<file path="src/rtl/ctrl_pkg.sv">
// ctrl_pkg: state encoding and address/operand-index width helpers for multi_operand_controller
package ctrl_pkg;
  typedef enum logic [1:0] {S_INPUT, S_START, S_WAIT, S_DISPLAY} state_t;
  function automatic int addr_w(input int n, input int d);
    return (n * d > 1) ? $clog2(n * d) : 1;
  endfunction
  function automatic int op_w(input int n);
    return (n > 1) ? $clog2(n) : 1;
  endfunction
endpackage

</file>
<file path="src/rtl/ctrl_addr_counter.sv">
// ctrl_addr_counter: operand write pointer counting 0..N-1 with wrap and terminal-count flag
//   clk, rst : clock, async active-high reset
//   i_en     : advance pointer this cycle
//   o_ptr    : current pointer
//   o_tc     : pointer is at N-1 (the next advance wraps to 0)
module ctrl_addr_counter #(
  parameter int N = 16,
  parameter int W = 4
) (
  input  logic         clk,
  input  logic         rst,
  input  logic         i_en,
  output logic [W-1:0] o_ptr,
  output logic         o_tc
);
  logic [W-1:0] r_ptr;
  assign o_tc  = r_ptr == W'(N - 1);
  assign o_ptr = r_ptr;
  always_ff @(posedge clk or posedge rst)
    if (rst) r_ptr <= '0;
    else if (i_en) r_ptr <= o_tc ? '0 : r_ptr + 1'b1;
endmodule

</file>
<file path="src/rtl/multi_operand_controller.sv">
// multi_operand_controller: collects NUM_OPS x DEPTH operand words, starts compute, displays result
//   Optional macro CTRL_TIMEOUT_EN adds a TIMEOUT_CYC watchdog on the compute wait.
//   Input stage  : input_value, input_value_ready -> input_enable, op_idx
//   Operand mem  : ctrl_mem_addr, ctrl_mem_wdata, ctrl_mem_wr, mode_compute
//   Compute      : comp_start -> comp_done, comp_result, comp_timeout
//   Display      : display_enable, display_value, restart
module multi_operand_controller
  import ctrl_pkg::*;
#(
  parameter int DATA_W      = 8,
  parameter int DEPTH       = 8,
  parameter int NUM_OPS     = 2,
  parameter int TIMEOUT_CYC = 256,
  localparam int ADDR_W     = addr_w(NUM_OPS, DEPTH),
  localparam int OP_W       = op_w(NUM_OPS)
) (
  input  logic              clk,
  input  logic              rst,
  input  logic [DATA_W-1:0] input_value,
  input  logic              input_value_ready,
  output logic              input_enable,
  output logic [OP_W-1:0]   op_idx,
  output logic [ADDR_W-1:0] ctrl_mem_addr,
  output logic [DATA_W-1:0] ctrl_mem_wdata,
  output logic              ctrl_mem_wr,
  output logic              mode_compute,
  output logic              comp_start,
  input  logic              comp_done,
  input  logic [DATA_W-1:0] comp_result,
  output logic              comp_timeout,
  output logic              display_enable,
  output logic [DATA_W-1:0] display_value,
  input  logic              restart
);
  state_t              r_state, w_next;
  logic [DATA_W-1:0]   r_disp;
  logic [ADDR_W-1:0]   w_ptr;
  logic                w_tc, w_exp;
  ctrl_addr_counter #(.N(NUM_OPS * DEPTH), .W(ADDR_W)) u_cnt (
    .clk   (clk),
    .rst   (rst),
    .i_en  (ctrl_mem_wr),
    .o_ptr (w_ptr),
    .o_tc  (w_tc)
  );
  // rst gates the combinational strobes so nothing is offered while reset is held
  assign input_enable   = r_state == S_INPUT && !rst;
  assign ctrl_mem_wr    = input_enable && input_value_ready;
  assign ctrl_mem_addr  = w_ptr;
  assign ctrl_mem_wdata = input_value;
  assign op_idx         = OP_W'(32'(w_ptr) / DEPTH);
  assign comp_start     = r_state == S_START;
  assign mode_compute   = r_state == S_START || r_state == S_WAIT;
  assign display_enable = r_state == S_DISPLAY;
  assign display_value  = r_disp;
  always_comb begin
    w_next = r_state;
    case (r_state)
      S_INPUT:   w_next = (ctrl_mem_wr && w_tc) ? S_START : S_INPUT;
      S_START:   w_next = S_WAIT;
      S_WAIT:    w_next = (comp_done || w_exp) ? S_DISPLAY : S_WAIT;
      S_DISPLAY: w_next = restart ? S_INPUT : S_DISPLAY;
      default:   w_next = S_INPUT;
    endcase
  end
  always_ff @(posedge clk or posedge rst)
    if (rst) begin
      r_state <= S_INPUT;
      r_disp  <= '0;
    end else begin
      r_state <= w_next;
      if (r_state == S_WAIT && comp_done) r_disp <= comp_result;
      else if (w_exp || (r_state == S_DISPLAY && restart)) r_disp <= '0;
    end
`ifdef CTRL_TIMEOUT_EN
  localparam int CNT_W = TIMEOUT_CYC > 1 ? $clog2(TIMEOUT_CYC) : 1;
  logic [CNT_W-1:0] r_cnt;
  logic             r_tmo;
  // counter is zero on entry to S_WAIT; comp_done in the expiry cycle takes priority
  assign w_exp        = r_state == S_WAIT && !comp_done && r_cnt == CNT_W'(TIMEOUT_CYC - 1);
  assign comp_timeout = r_tmo;
  always_ff @(posedge clk or posedge rst)
    if (rst) begin
      r_cnt <= '0;
      r_tmo <= 1'b0;
    end else begin
      r_cnt <= (r_state == S_WAIT) ? r_cnt + 1'b1 : '0;
      if (w_exp) r_tmo <= 1'b1;
      else if (r_state == S_DISPLAY && restart) r_tmo <= 1'b0;
    end
`else
  logic w_unused_tmo;
  assign w_unused_tmo = ^TIMEOUT_CYC;
  assign w_exp        = 1'b0;
  assign comp_timeout = 1'b0;
`endif
endmodule

</file>
<file path="config.mk">
export PLATFORM = sky130hd
export DESIGN_NAME = multi_operand_controller
export DESIGN_NICKNAME = d
export VERILOG_FILES = /design/src/rtl/ctrl_pkg.sv /design/src/rtl/ctrl_addr_counter.sv /design/src/rtl/multi_operand_controller.sv
export SDC_FILE = /design/constraint.sdc
export NUM_CORES = 1
export LEC_CHECK = 0
export CAP_MARGIN = 15
export CORE_MARGIN = 4
export CORE_UTILIZATION = 45
export CTS_CLUSTER_DIAMETER = 200
export DETAILED_ROUTE_END_ITERATION = 6
export DONT_BUFFER_PORTS = 1
export SYNTH_ARGS = -nofsm -noshare
export SYNTH_HDL_FRONTEND = slang
export SYNTH_SLANG_ARGS = --single-unit
</file>
<file path="constraint.sdc">
create_clock -name clk -period 1.3 [get_ports clk]
set_input_delay 0.195 -clock clk [delete_from_list [all_inputs] [get_ports clk]]
set_output_delay 0.195 -clock clk [all_outputs]
set_load 0.1 [all_outputs]
</file>
# Word level (Yosys, flattened, before mapping)
# Index checks and enable logic that the tools add are counted.
word_totals:
  regBits: 14
  latchBits: 0
  mem_bits_rw: 0
  rom_bits: 0
  input_bits: 21
  out_inout_bits: 27
  mem_count: 0
op_classes:
  n_addsub: 1
  multipliers: 0
  div_mod_pow: 0
  magnitude_cmp: 0
  eq_ne: 4
  shifts: 0
  muxes: 7
  bitwise: 0
  n_reduce_logical: 9
ops:
  columns: ["operator", "n"]
  rows:
  - ["2-to-1 mux 8 bit", 2]
  - ["one-hot mux 2 bit (4 select lines)", 1]
  - ["logical AND 1 bit", 5]
  - ["adder 4 x 1 -> 4 bit (second input constant)", 1]
  - ["equality test 2 bit (second input constant)", 2]
  - ["equality test 4 bit (second input constant)", 1]
  - ["2-to-1 mux 4 bit", 1]
  - ["equality test 2 x 1 -> 1 bit (second input constant)", 1]
  - ["zero test 2 bit", 1]
  - ["2-to-1 mux 1 bit", 2]
  - ["2-to-1 mux 2 bit", 1]
  - ["nonzero test 2 bit", 1]
  - ["zero test 1 bit", 1]
  - ["logical OR 1 bit", 1]

# Longest topological paths before layout
# Gate-level depths: netlist of the first run.
logic_depth:
  word_depth: 6
  depth_mapped: 6
  depth_no_buf: 5

# Cells and area by module
# Synthesis of the first run repeated with hierarchy kept, for this count alone.
hier_totals:
  hier_cells: 66
  area_unflattened_um2: 742.0
by_module_without_submodules:
  columns: ["module", "instances", "cells_each", "area_each_um2", "seq_area_each_um2"]
  rows:
  - ["multi_operand_controller", 1, 48, 553.0, 250.2]
  - ["ctrl_addr_counter", 1, 18, 188.9, 100.1]

# Worst setup path after synthesis of the first run
# Ideal clock, no wire load.
synth_timing:
  kind: "reg-to-reg"
  start: "register u_cnt.r_ptr[1] (netlist: u_cnt.o_ptr[1])"
  end: "register u_cnt.r_ptr[3] (netlist: u_cnt.o_ptr[3])"
  arrival_ps: 1636
  required_time_ps: 1174
  slack_ps: -461
  stages_incl_launch_ff: 5
  n_path_buf: 0
  period_less_slack_ps: 1761
  cell_sequence: "dfrtp_1 -> ha_1 -> a21oi_1 -> and4b_1 -> nor2_1"
synth_between:
  elab_chain_len: 2
synth_lines:
  columns: ["item", "line", "source"]
  rows:
  - ["from (decl)", "ctrl_addr_counter.sv:16", "logic [W-1:0] r_ptr;"]
  - ["from (signal assigned)", "ctrl_addr_counter.sv:21", "else if (i_en) r_ptr <= o_tc ? '0 : r_ptr + 1'b1;"]
  - ["adder 4 x 1 -> 4 bit / equality test 4 bit (equally long branches)", "ctrl_addr_counter.sv:21, ctrl_addr_counter.sv:17", null]
  - ["2-to-1 mux 4 bit (*)", "ctrl_addr_counter.sv:21", null]
# Mark *: on every way between the ends. The rest lies on a longest branch, timed or not.
# A chain may end at the register's enable or synchronous reset.

# Worst setup path after layout of the first run
layout_timing:
  start: "register r_state[1]"
  end: "output ctrl_mem_wr"
layout_between:
  elab_chain_len: 3
layout_lines:
  columns: ["item", "line", "source"]
  rows:
  - ["from (decl)", "multi_operand_controller.sv:35", "state_t r_state, w_next;"]
  - ["from (signal assigned)", "multi_operand_controller.sv:71", "r_state <= w_next;"]
  - ["zero test 2 bit", "multi_operand_controller.sv:47", "assign input_enable = r_state == S_INPUT && !rst;"]
  - ["logical AND 1 bit", "multi_operand_controller.sv:47", null]
  - ["logical AND 1 bit", "multi_operand_controller.sv:48", "assign ctrl_mem_wr = input_enable && input_value_ready;"]
  - ["to (decl)", "multi_operand_controller.sv:25", "output logic ctrl_mem_wr,"]
# No other way between the ends.

==> results of run 1 <==
[layer usage]
metal	part of all wire, %	vias to the layer above
met3	9.2	9
met5	0	-
met1	41	251
li1	-	260
met2	47	23
met4	3.3	0
[what timing repair did]
item | CTS | global route
setup endpoints to repair | 9 | 18
resized for setup | 16 | 4
buffers inserted | 4 | 5
pin swaps | 11 | 9
hold endpoints to repair | 14 | 0
hold buffers | 1 | 0
[Yosys cell counts, types with 2 or more instances]
master	n
inv_1	4
a22o_1	8
o21ai_0	3
nand3_1	2
buf_6	2
buf_4	10
a21oi_1	2
dfrtp_1	14
ha_1	6
[cells by family (layout without fill, tap and decap cells)]
group / count (synthesis) / after routing / share of synthesized area [%]
AND/OR/NAND/NOR: 11 / 11 / 9.422
flip-flops: 14 / 14 / 46.28
XOR/XNOR: 1 / 1 / 1.157
buffers and inverters: 16 / 38 / 14.87
AO/OA/AOI/OAI: 15 / 15 / 15.87
other: 1 / 1 / 0.4954
adder cells (fa/ha/maj): 6 / 6 / 9.917
multiplexers: 1 / 1 / 1.983
[placed cells by master (no fill, tap or decap), types with 2 or more instances in the layout]
master	instances
dfrtp_2	2
dfrtp_1	10
ha_4	4
buf_4	20
o21ai_1	3
a22o_1	8
buf_6	3
ha_1	2
nand3_1	2
buf_12	6
clkbuf_4	3
inv_1	2
dfrtp_4	2
inv_2	2
[worst max path at each step]
| stage | start | end | slack, ns |
|---|---|---|---|
| 3_5_place_dp | r_state[1] | ctrl_mem_wr | -0.07 |
| 3_3_place_gp | r_state[1] | ctrl_mem_wr | -0.04 |
| 5_1_grt | r_state[1] | ctrl_mem_wr | -0.29 |
| 6_report | r_state[1] | ctrl_mem_wr | -0.23 |
| 4_1_cts | r_state[0] | ctrl_mem_wr | -0.26 |
| 2_1_floorplan | r_state[1] | comp_start | -0.18 |
[stage by stage]
step / TNS (ns) / util [%]
final: -1.249 / 72.56
after global routing: -2.093 / 72.56
after CTS: -1.162 / 69.72
after detailed placement: -0.1333 / 60.80
after global placement: -0.06257 / 60.80
after floorplan: -0.8227 / -
[registers in the layout, indices dropped and copies added, names as in the netlist]
signal / flops
u_cnt.o_ptr: 4
r_state: 2
display_value: 8
[cell type report]
type                       instances  area share (%)
sequential                        14           32.21
multi-input combinational         35           33.33
tap                               16           1.790
clock buffer                       4           3.244
inverter                           4           1.342
timing repair buffer              30           28.08
[worst register-to-register path, stage by stage, from the launching register on]
cell     delay (ns)
dfrtp_1        0.40
buf_4          0.16
buf_6          0.12
ha_4           0.17
nor2b_2        0.18
o21ai_1        0.13
o21ai_1        0.10
==> run_results.csv, run 1 <==
group,metric,value,unit
status,status,"complete, but fails checks",
status,failed_checks,"negative setup slack",
placement,dp_slack,-0.06988,ns
timing,rsz0062_at_grt,"yes",
timing,holdWs,0.04563,ns
global_routing,grt-ovfl-total,0,
timing,finalSetupViolations,17,
global_routing,grt_start_max_net_pins,15,
global_routing,grt_pass1_wl,2628,um
setup_path,rr_startpoint,"r_state[1]",
floorplan,core.rowCount,14,
synth,yosysWarnings,0,
global_routing,antenna_found_initial,0,
timing,worst_pin_slew,0.5252,ns
synth,yosys-top-cells-area,"dfrtp_1 (46%), buf_4 (9.9%), ha_1 (9.9%), a22o_1 (9.3%), buf_6 (3.0%)",
setup_path,crit_buf_inv,3,
timing,slew_headroom,64.95,%
final_layout,area_growth,47.77,%
synth,synth.avg_cell_area,11.65,um^2
clocking,clkSlewWorstSetupHoldPaths,0.09,ns
clocking,cts_buffers,3,
placement,place_inst,93,
clocking,htreeDepth,1,
setup_path,cp_data_required_time,1.11,ns
timing,skew,0.004168,ns
floorplan,die_area,0.002402,mm^2
setup_path,arrival,1.34,ns
final_layout,fillers,122,
setup_path,cp.depth,5,
clocking,cts_sinks,14,
hold_path,hold_end,"display_value[7]",
route,drtIter0Drc,2,
route,post_drt_wl_per_cell,16.29,um
timing,hold_viol_final,0,
setup_path,worst-r2r-setup-slack,-0.09,ns
setup_path,crit_family,"flip-flops",
floorplan,start_util,49.11,%
hold_path,holdPathStages,1,
flow_run,maxCapViolCount,0,
synth,async_flop_share,100.0,%
timing,clock.fmax,652.5,MHz
clocking,cts_root_buf,"clkbuf_4",
floorplan,dieWidth,49.02,um
route,finalWirelength,1678,um
clocking,cts_tree,"done",
final_layout,diodes,0,
setup_path,worstReg2RegEnd,"r_state[1]",
synth,synth.distinct_cells,23,
global_routing,grt_pass1_vias,569,
synth,synth_seq_cells,14,
setup_path,worstRegToRegCells,6,
placement,io_buffers,0,
setup_path,cp_max_fo,2,
setup_path,critPathCaptureType,"output port",
setup_path,critPathLaunchType,"register",
synth,syn_nets,92,
setup_path,crit_path_cell_trace,"inv_2, ha_4, and3b_2, buf_6, buf_12",
synth,synth_cells,65,
final_layout,design_area,0.001119,mm^2
final_layout,layout-drive-gt1-share,60.92,%
global_routing,use_met3,5.810,%
clocking,clock_latency,0.28,ns
clocking,clockBufferDepth,2,
global_routing,met1_usage,15.24,%
floorplan,pin_count,48,
global_routing,gr-usage-met2,21.96,%
timing,fin_crit_sh,117.9,%
setup_path,crit_type,"reg -> out",
hold_path,hold_path_class,"in -> reg",
floorplan,fp.coreArea,0.001541,mm^2
route,drc,0,
synth,syn_area,757.0,um^2
final_layout,fin_cells,103,
timing,drv_slew,0,
synth,seq_area_frac_synth,46.28,%
synth,yosys.area.top_type,"dfrtp_1",
placement,place_congestion,0.8082,
synth,synth-edff-count,0,
final_layout,ff_latch_area,360.3,um^2
synth,synth_top_area_share,46.28,%
route,via_per_inst,5.272,
route,vias,543,
synth,synth_ff_type,"dfrtp_1",
route,drtPass1Iterations,4,
setup_path,crit_path_max_incr_delay,0.38,ns
final_layout,multiInputGateArea,372.9,um^2
route,drtAntennaViolNets,0,
timing,finalCriticalPeriod,1.533,ns
placement,place_hpwl,1138,um
global_routing,track_usage,14.27,%
placement,dpl-instance-area,937.1,um^2
floorplan,die_h,49.02,um
timing,fin_ws,-0.2327,ns
global_routing,busiest_layer,"met2",
hold_path,hold_start,"comp_result[7]",
final_layout,fin_nets,115,
setup_path,slowest_stage,"dfrtp_1",
Power of run 1 is left out: the tool's default activity adds up to more than one toggle a clock period on the data nets, which glitch-free logic cannot reach.
==> run 2: changes to the inputs <==
--- a/config.mk
+++ b/config.mk
@@ -6,11 +6,12 @@
 export NUM_CORES = 1
 export LEC_CHECK = 0
 export CAP_MARGIN = 15
+export CORE_ASPECT_RATIO = 0.75
 export CORE_MARGIN = 4
-export CORE_UTILIZATION = 45
+export CORE_UTILIZATION = 32
 export CTS_CLUSTER_DIAMETER = 200
 export DETAILED_ROUTE_END_ITERATION = 6
-export DONT_BUFFER_PORTS = 1
+export PLACE_DENSITY = 0.75
 export SYNTH_ARGS = -nofsm -noshare
 export SYNTH_HDL_FRONTEND = slang
 export SYNTH_SLANG_ARGS = --single-unit
==> run 2 against run 1 <==
The flow still finishes with violations (negative setup slack). Via count up 13%. Utilization down 7.5 points. Register-to-register slack about the same. Final cell count up 25%. Flip-flop and latch count unchanged. Cell area up 23%. First-iteration DRC count rose to 12 times the previous value. Routed wire length up 5.5%. Hold slack better by 0.30 ns. Critical path depth down 1. Fmax up 4.3%. Global-route usage down 3.0 points. Largest cell class is now non-clock buffers.
==> run_results.csv, run 2 (synthesis results as in run 1) <==
group,metric,value,unit
status,status,"complete, but fails checks",
status,failed_checks,"negative setup slack",
floorplan,die_h,50.12,um
clocking,clkSlewWorstSetupHoldPaths,0.09,ns
route,post_drt_wl_per_cell,13.72,um
route,via_per_inst,4.744,
timing,finalCriticalPeriod,1.470,ns
final_layout,fin_util,65.05,%
global_routing,grt_pass1_vias,613,
timing,skew,0.006689,ns
timing,fin_crit_sh,113.1,%
timing,fin_ws,-0.1699,ns
clocking,cts_root_buf,"clkbuf_4",
route,drtPass1Iterations,4,
global_routing,track_usage,11.24,%
timing,finalSetupViolations,15,
clocking,htreeDepth,1,
flow_run,maxCapViolCount,0,
clocking,cts_sinks,14,
setup_path,cp_data_required_time,1.11,ns
final_layout,design_area,0.001379,mm^2
final_layout,layout_commonest_cell,"buf_12",
floorplan,die_area,0.003216,mm^2
hold_path,hold_path_class,"in -> async",
setup_path,slowest_stage,"dfrtp_1",
global_routing,grt_start_max_net_pins,15,
clocking,ctsHoldBuffers,0,
global_routing,grt_pass1_wl,2849,um
floorplan,fp.coreArea,0.002120,mm^2
floorplan,core.rowCount,14,
route,drtIter0Drc,23,
timing,clock.fmax,680.3,MHz
clocking,cts_buffers,3,
setup_path,crit_path_max_incr_delay,0.40,ns
final_layout,largest_reg_flops,8,
route,drc,0,
clocking,cts_tree,"done",
floorplan,pin_count,48,
setup_path,cp_max_fo,2,
clocking,clock_latency,0.27,ns
placement,dpl-instance-area,0.001252,mm^2
floorplan,start_util,35.71,%
final_layout,diodes,0,
setup_path,critPathCaptureType,"output port",
placement,io_buffers,30,
global_routing,grt-ovfl-total,0,
final_layout,layout-drive-gt1-share,50.52,%
timing,rsz0062_at_grt,"yes",
final_layout,fin_nets,125,
placement,dp_slack,-0.1959,ns
setup_path,crit_type,"reg -> out",
final_layout,area_growth,82.15,%
final_layout,final_cell_mix,"buf_12 (19), clkdlybuf4s50_1 (12), dfrtp_1 (10), a22o_1 (8), buf_4 (7)",
route,drtAntennaViolNets,0,
floorplan,dieWidth,64.16,um
setup_path,crit_path_cell_trace,"inv_2, ha_4, and3b_2, buf_12",
route,vias,612,
route,finalWirelength,1770,um
timing,drv_slew,0,
placement,place_congestion,0.7321,
placement,place_hpwl,1294,um
clocking,clockBufferDepth,2,
global_routing,antenna_found_initial,0,
timing,hold_viol_final,0,
timing,finalSetupTns,-1.042,ns
setup_path,arrival,1.27,ns
setup_path,critPathLaunchType,"register",
-- run 2: critical path, delay by kind of cell, from the launching register on --
| family | cells | cell delay, ns |
|---|---|---|
| and+or+nand+nor | 1 | 0.21 |
| DFF | 1 | 0.40 |
| adders and majority gates | 1 | 0.13 |
| buffers and inverters | 2 | 0.27 |
-- run 2: metal layers --
metal | part of all wire, % | track usage [%]
met5 | 0 | 0
met4 | 0.79 | 2.456
met3 | 10 | 3.864
met2 | 47 | 18.52
met1 | 42 | 14.33
-- run 2: final timing paths --
kind                                  start           endpoint  slack [ns]  cells after the start
setup / recovery                 r_state[1]        ctrl_mem_wr       -0.17                      4
hold / removal                          rst         r_state[0]        0.35                      4
setup reg to reg                 r_state[1]     u_cnt.o_ptr[1]       -0.09                      5
hold reg to reg            display_value[7]   display_value[7]        0.57                      1
max in group asynchronous               rst     u_cnt.o_ptr[1]        0.77                      4
min in group clk             input_value[0]  ctrl_mem_wdata[0]        0.39                      0
-- run 2: area by class of cell --
| class | instances | area [um^2] |
|---|---|---|
| fillers | 154 | 740.7 |
| repair buffers | 39 | 564.3 |
| multi-input cells | 36 | 362.8 |
| flip-flops and latches | 14 | 360.3 |
| well taps | 32 | 40.04 |
| clock buffers | 4 | 36.28 |
| inverters | 4 | 15.01 |
-- run 2: timing repair --
action	4_1_cts	5_1_grt
setup endpoints to repair	17	18
pin swaps	10	4
gates resized for setup	8	2
setup buffers	2	1
gates cloned	1	0
-- run 2: metrics by stage --
step	hold slack, ns	cells
global route	0.3901	129
finish	0.3504	129
CTS	0.3558	128
floorplan	0.08412	65
global placement	0.3907	121
detailed placement	0.3907	121
Power of run 2 is left out for the same reason.
==> run 3: changes to the inputs <==
--- a/config.mk
+++ b/config.mk
@@ -5,13 +5,14 @@
 export SDC_FILE = /design/constraint.sdc
 export NUM_CORES = 1
 export LEC_CHECK = 0
+export ABC_AREA = 1
 export CAP_MARGIN = 15
 export CORE_ASPECT_RATIO = 0.75
 export CORE_MARGIN = 4
-export CORE_UTILIZATION = 32
+export CORE_UTILIZATION = 33
 export CTS_CLUSTER_DIAMETER = 200
 export DETAILED_ROUTE_END_ITERATION = 6
-export PLACE_DENSITY = 0.75
+export PLACE_DENSITY = 0.74
 export SYNTH_ARGS = -nofsm -noshare
 export SYNTH_HDL_FRONTEND = slang
 export SYNTH_SLANG_ARGS = --single-unit
==> run 3 against run 2 <==
The run still ends with negative setup slack left. Sequential share of layout area decreased by 3.0 points. Global-route usage up 2.2 points. Critical path depth increased by 1. Setup slack lost 0.0048 ns. Routed wire length up 30%. Synthesized area rose by 9.8%. Clock-buffer cell count unchanged. Cell area increased by 11%. Final cell count is 26% higher. Flip-flop and latch count unchanged. Utilization rose by 0.39 points. Largest cell class unchanged. Highest routed layer unchanged.
==> run_results.csv, run 3 <==
group,metric,value,unit
setup_path,cp-endpoint,"input_enable",
placement,io_buffers,30,
status,status,"complete, but fails checks",
synth,seq_area_frac_synth,42.17,%
setup_path,critPathLaunchType,"register",
hold_path,hold_path_class,"in -> async",
synth,synth_adder_area_share,9.036,%
synth,synthXorXnorAreaFrac,1.054,%
setup_path,worstReg2RegEnd,"u_cnt.o_ptr[3]",
route,post_drt_wl_per_cell,14.19,um
floorplan,die_area,0.003393,mm^2
floorplan,die_h,51.46,um
flow_run,maxCapViolCount,0,
floorplan,core.rowCount,15,
timing,hold_viol_final,0,
setup_path,worst-r2r-setup-slack,-0.10,ns
setup_path,critPathCaptureType,"output port",
final_layout,fin_nets,156,
clocking,cts_sinks,14,
timing,rsz0062_at_grt,"yes",
route,drc,0,
route,drtPass1Iterations,4,
final_layout,layout_commonest_cell,"buf_12",
setup_path,crit_path_max_incr_delay,0.41,ns
clocking,clock_latency,0.28,ns
setup_path,crit_start,"r_state[0]",
setup_path,cp_data_required_time,1.11,ns
final_layout,largest_reg_flops,8,
final_layout,multiInputGateArea,445.4,um^2
synth,synth_most_common_cell,"nand2_1",
setup_path,cp_max_fo,2,
global_routing,grt_pass1_wl,3360,um
synth,synth_seq_cells,14,
synth,synth_ff_type,"dfrtp_1",
global_routing,grt_pass1_vias,733,
clocking,htreeDepth,1,
setup_path,crit_buf_inv,3,
timing,holdWs,0.3065,ns
floorplan,dieWidth,65.94,um
synth,synth_commonest_cells,"nand2_1 (18), nand3_1 (17), dfrtp_1 (14), buf_4 (12), ha_1 (6)",
clocking,cts_root_buf,"clkbuf_4",
synth,yosysWarnings,0,
placement,place_congestion,0.8440,
clocking,cts_buffers,3,
timing,finalSetupViolations,7,
clocking,cts_tree,"done",
synth,synth_top_area_share,42.17,%
final_layout,fillers,174,
final_layout,area_growth,84.79,%
synth,synth.avg_cell_area,9.030,um^2
setup_path,crit_path_cell_trace,"inv_2, ha_4, nand2_2, clkinvlp_4, buf_12",
synth,synth_cells,92,
timing,fin_ws,-0.1747,ns
synth,synth_top_family_by_area,"simple AND/OR/NAND/NOR gates",
final_layout,final_cell_mix,"buf_12 (19), nand3_1 (16), nand2_1 (13), clkdlybuf4s50_1 (12)",
setup_path,cp.depth,5,
timing,drv_slew,0,
synth,yosys.area.top_type,"dfrtp_1",
final_layout,diodes,0,
clocking,clockBufferDepth,2,
global_routing,antenna_found_initial,0,
synth,yosys-top-cells-area,"dfrtp_1 (42%), buf_4 (11%), nand3_1 (10%), ha_1 (9.0%), nand2_1 (8.1%)",
timing,finalSetupTns,-0.7915,ns
synth,synth.distinct_cells,19,
synth,synthMuxAreaShare,0,%
status,failed_checks,"negative setup slack",
route,vias,742,
floorplan,start_util,35.41,%
timing,clock.fmax,678.1,MHz
route,via_per_inst,4.580,
final_layout,design_area,0.001535,mm^2
synth,async_flop_share,100.0,%
synth,syn_area,830.8,um^2
global_routing,track_usage,13.42,%
placement,dpl-instance-area,0.001351,mm^2
synth,yosys.area_share.simple,29.67,%
setup_path,crit_type,"reg -> out",
placement,place_hpwl,1616,um
synth,synth-edff-count,0,
setup_path,rr_startpoint,"r_state[0]",
timing,skew,0.002384,ns
synth,syn_nets,119,
global_routing,grt_start_max_net_pins,15,
floorplan,fp.coreArea,0.002346,mm^2
route,drtIter0Drc,20,
floorplan,pin_count,48,
timing,fin_crit_sh,113.4,%
setup_path,slowest_stage,"dfrtp_1",
setup_path,arrival,1.28,ns
setup_path,worstRegToRegCells,9,
setup_path,crit_family,"flip-flops",
synth,synth-compound-area-share,3.012,%
timing,finalCriticalPeriod,1.475,ns
route,drtAntennaViolNets,0,
final_layout,layout-drive-gt1-share,52.34,%
final_layout,ff_latch_area,355.3,um^2
route,finalWirelength,2298,um
clocking,clkSlewWorstSetupHoldPaths,0.08,ns
global_routing,grt-ovfl-total,0,
## run 3: changes by cell type in the layout (fill, tap and decap cells not counted), sizes merged, moves of 5 or more
| cell | previous run | this run |
|---|---|---|
| a22o | 8 | 0 |
| buf | 27 | 32 |
| nand2 | 1 | 22 |
| nand3 | 2 | 18 |
| nor2 | 1 | 7 |
## run 3: metrics by stage
| stage | std cells | setup slack, ns | util, % |
|---|---|---|---|
| global route | 162 | -0.2373 | 65.44 |
| CTS | 160 | -0.1698 | 62.45 |
| global placement | 149 | 0.0003931 | 57.60 |
| detailed placement | 149 | -0.01018 | 57.60 |
| floorplan | 92 | -0.1853 | - |
| finish | 162 | -0.1747 | 65.44 |
## run 3: kinds of logic (layout without fill, tap and decap cells)
logic type,count (synthesis),after routing
compound gates,3,3
xor+xnor,1,1
fa+ha+maj,6,6
buf+inv,20,56
flops,14,14
other cells,1,1
simple gates,47,47
## run 3: repair_timing
action                                  in CTS  in global routing
pin swaps                                    1                  2
hold buffers                                 0                  0
resized for setup                            4                 12
setup buffers                                7                  3
endpoints found under the setup margin       5                 16
gates cloned                                 0                  0
## run 3: per-layer routing
metal	GRT usage, %	up-vias	share of wire (%)
li1	-	355	-
met1	14.63	354	40
met2	23.13	19	52
met3	4.615	14	5.0
met4	6.757	0	3.4
met5	0	-	0
## run 3: worst min-delay path by stage
stage	endpoint	slack (ns)
floorplan	display_value[0]	0.03
global placement	ctrl_mem_wdata[1]	0.39
detailed placement	ctrl_mem_wdata[1]	0.39
CTS	r_state[0]	0.31
global route	display_value[2]	0.33
finish	r_state[0]	0.31
## run 3: worst reg2reg max path: cells and delay by family, from the launching register on
family                   cells  cell delay (ns)
flip-flops                   1             0.42
buffers and inverters        3             0.37
adder cells (fa/ha/maj)      1             0.15
AND/OR/NAND/NOR              5             0.35
## run 3: layout make-up
class,count,area share (%)
timing repair buffer,44,39.69
tap,34,2.771
inverter,8,3.015
clock buffer,4,2.363
multi-input combinational,58,29.01
sequential,14,23.15
Power of run 3 is left out for the same reason.
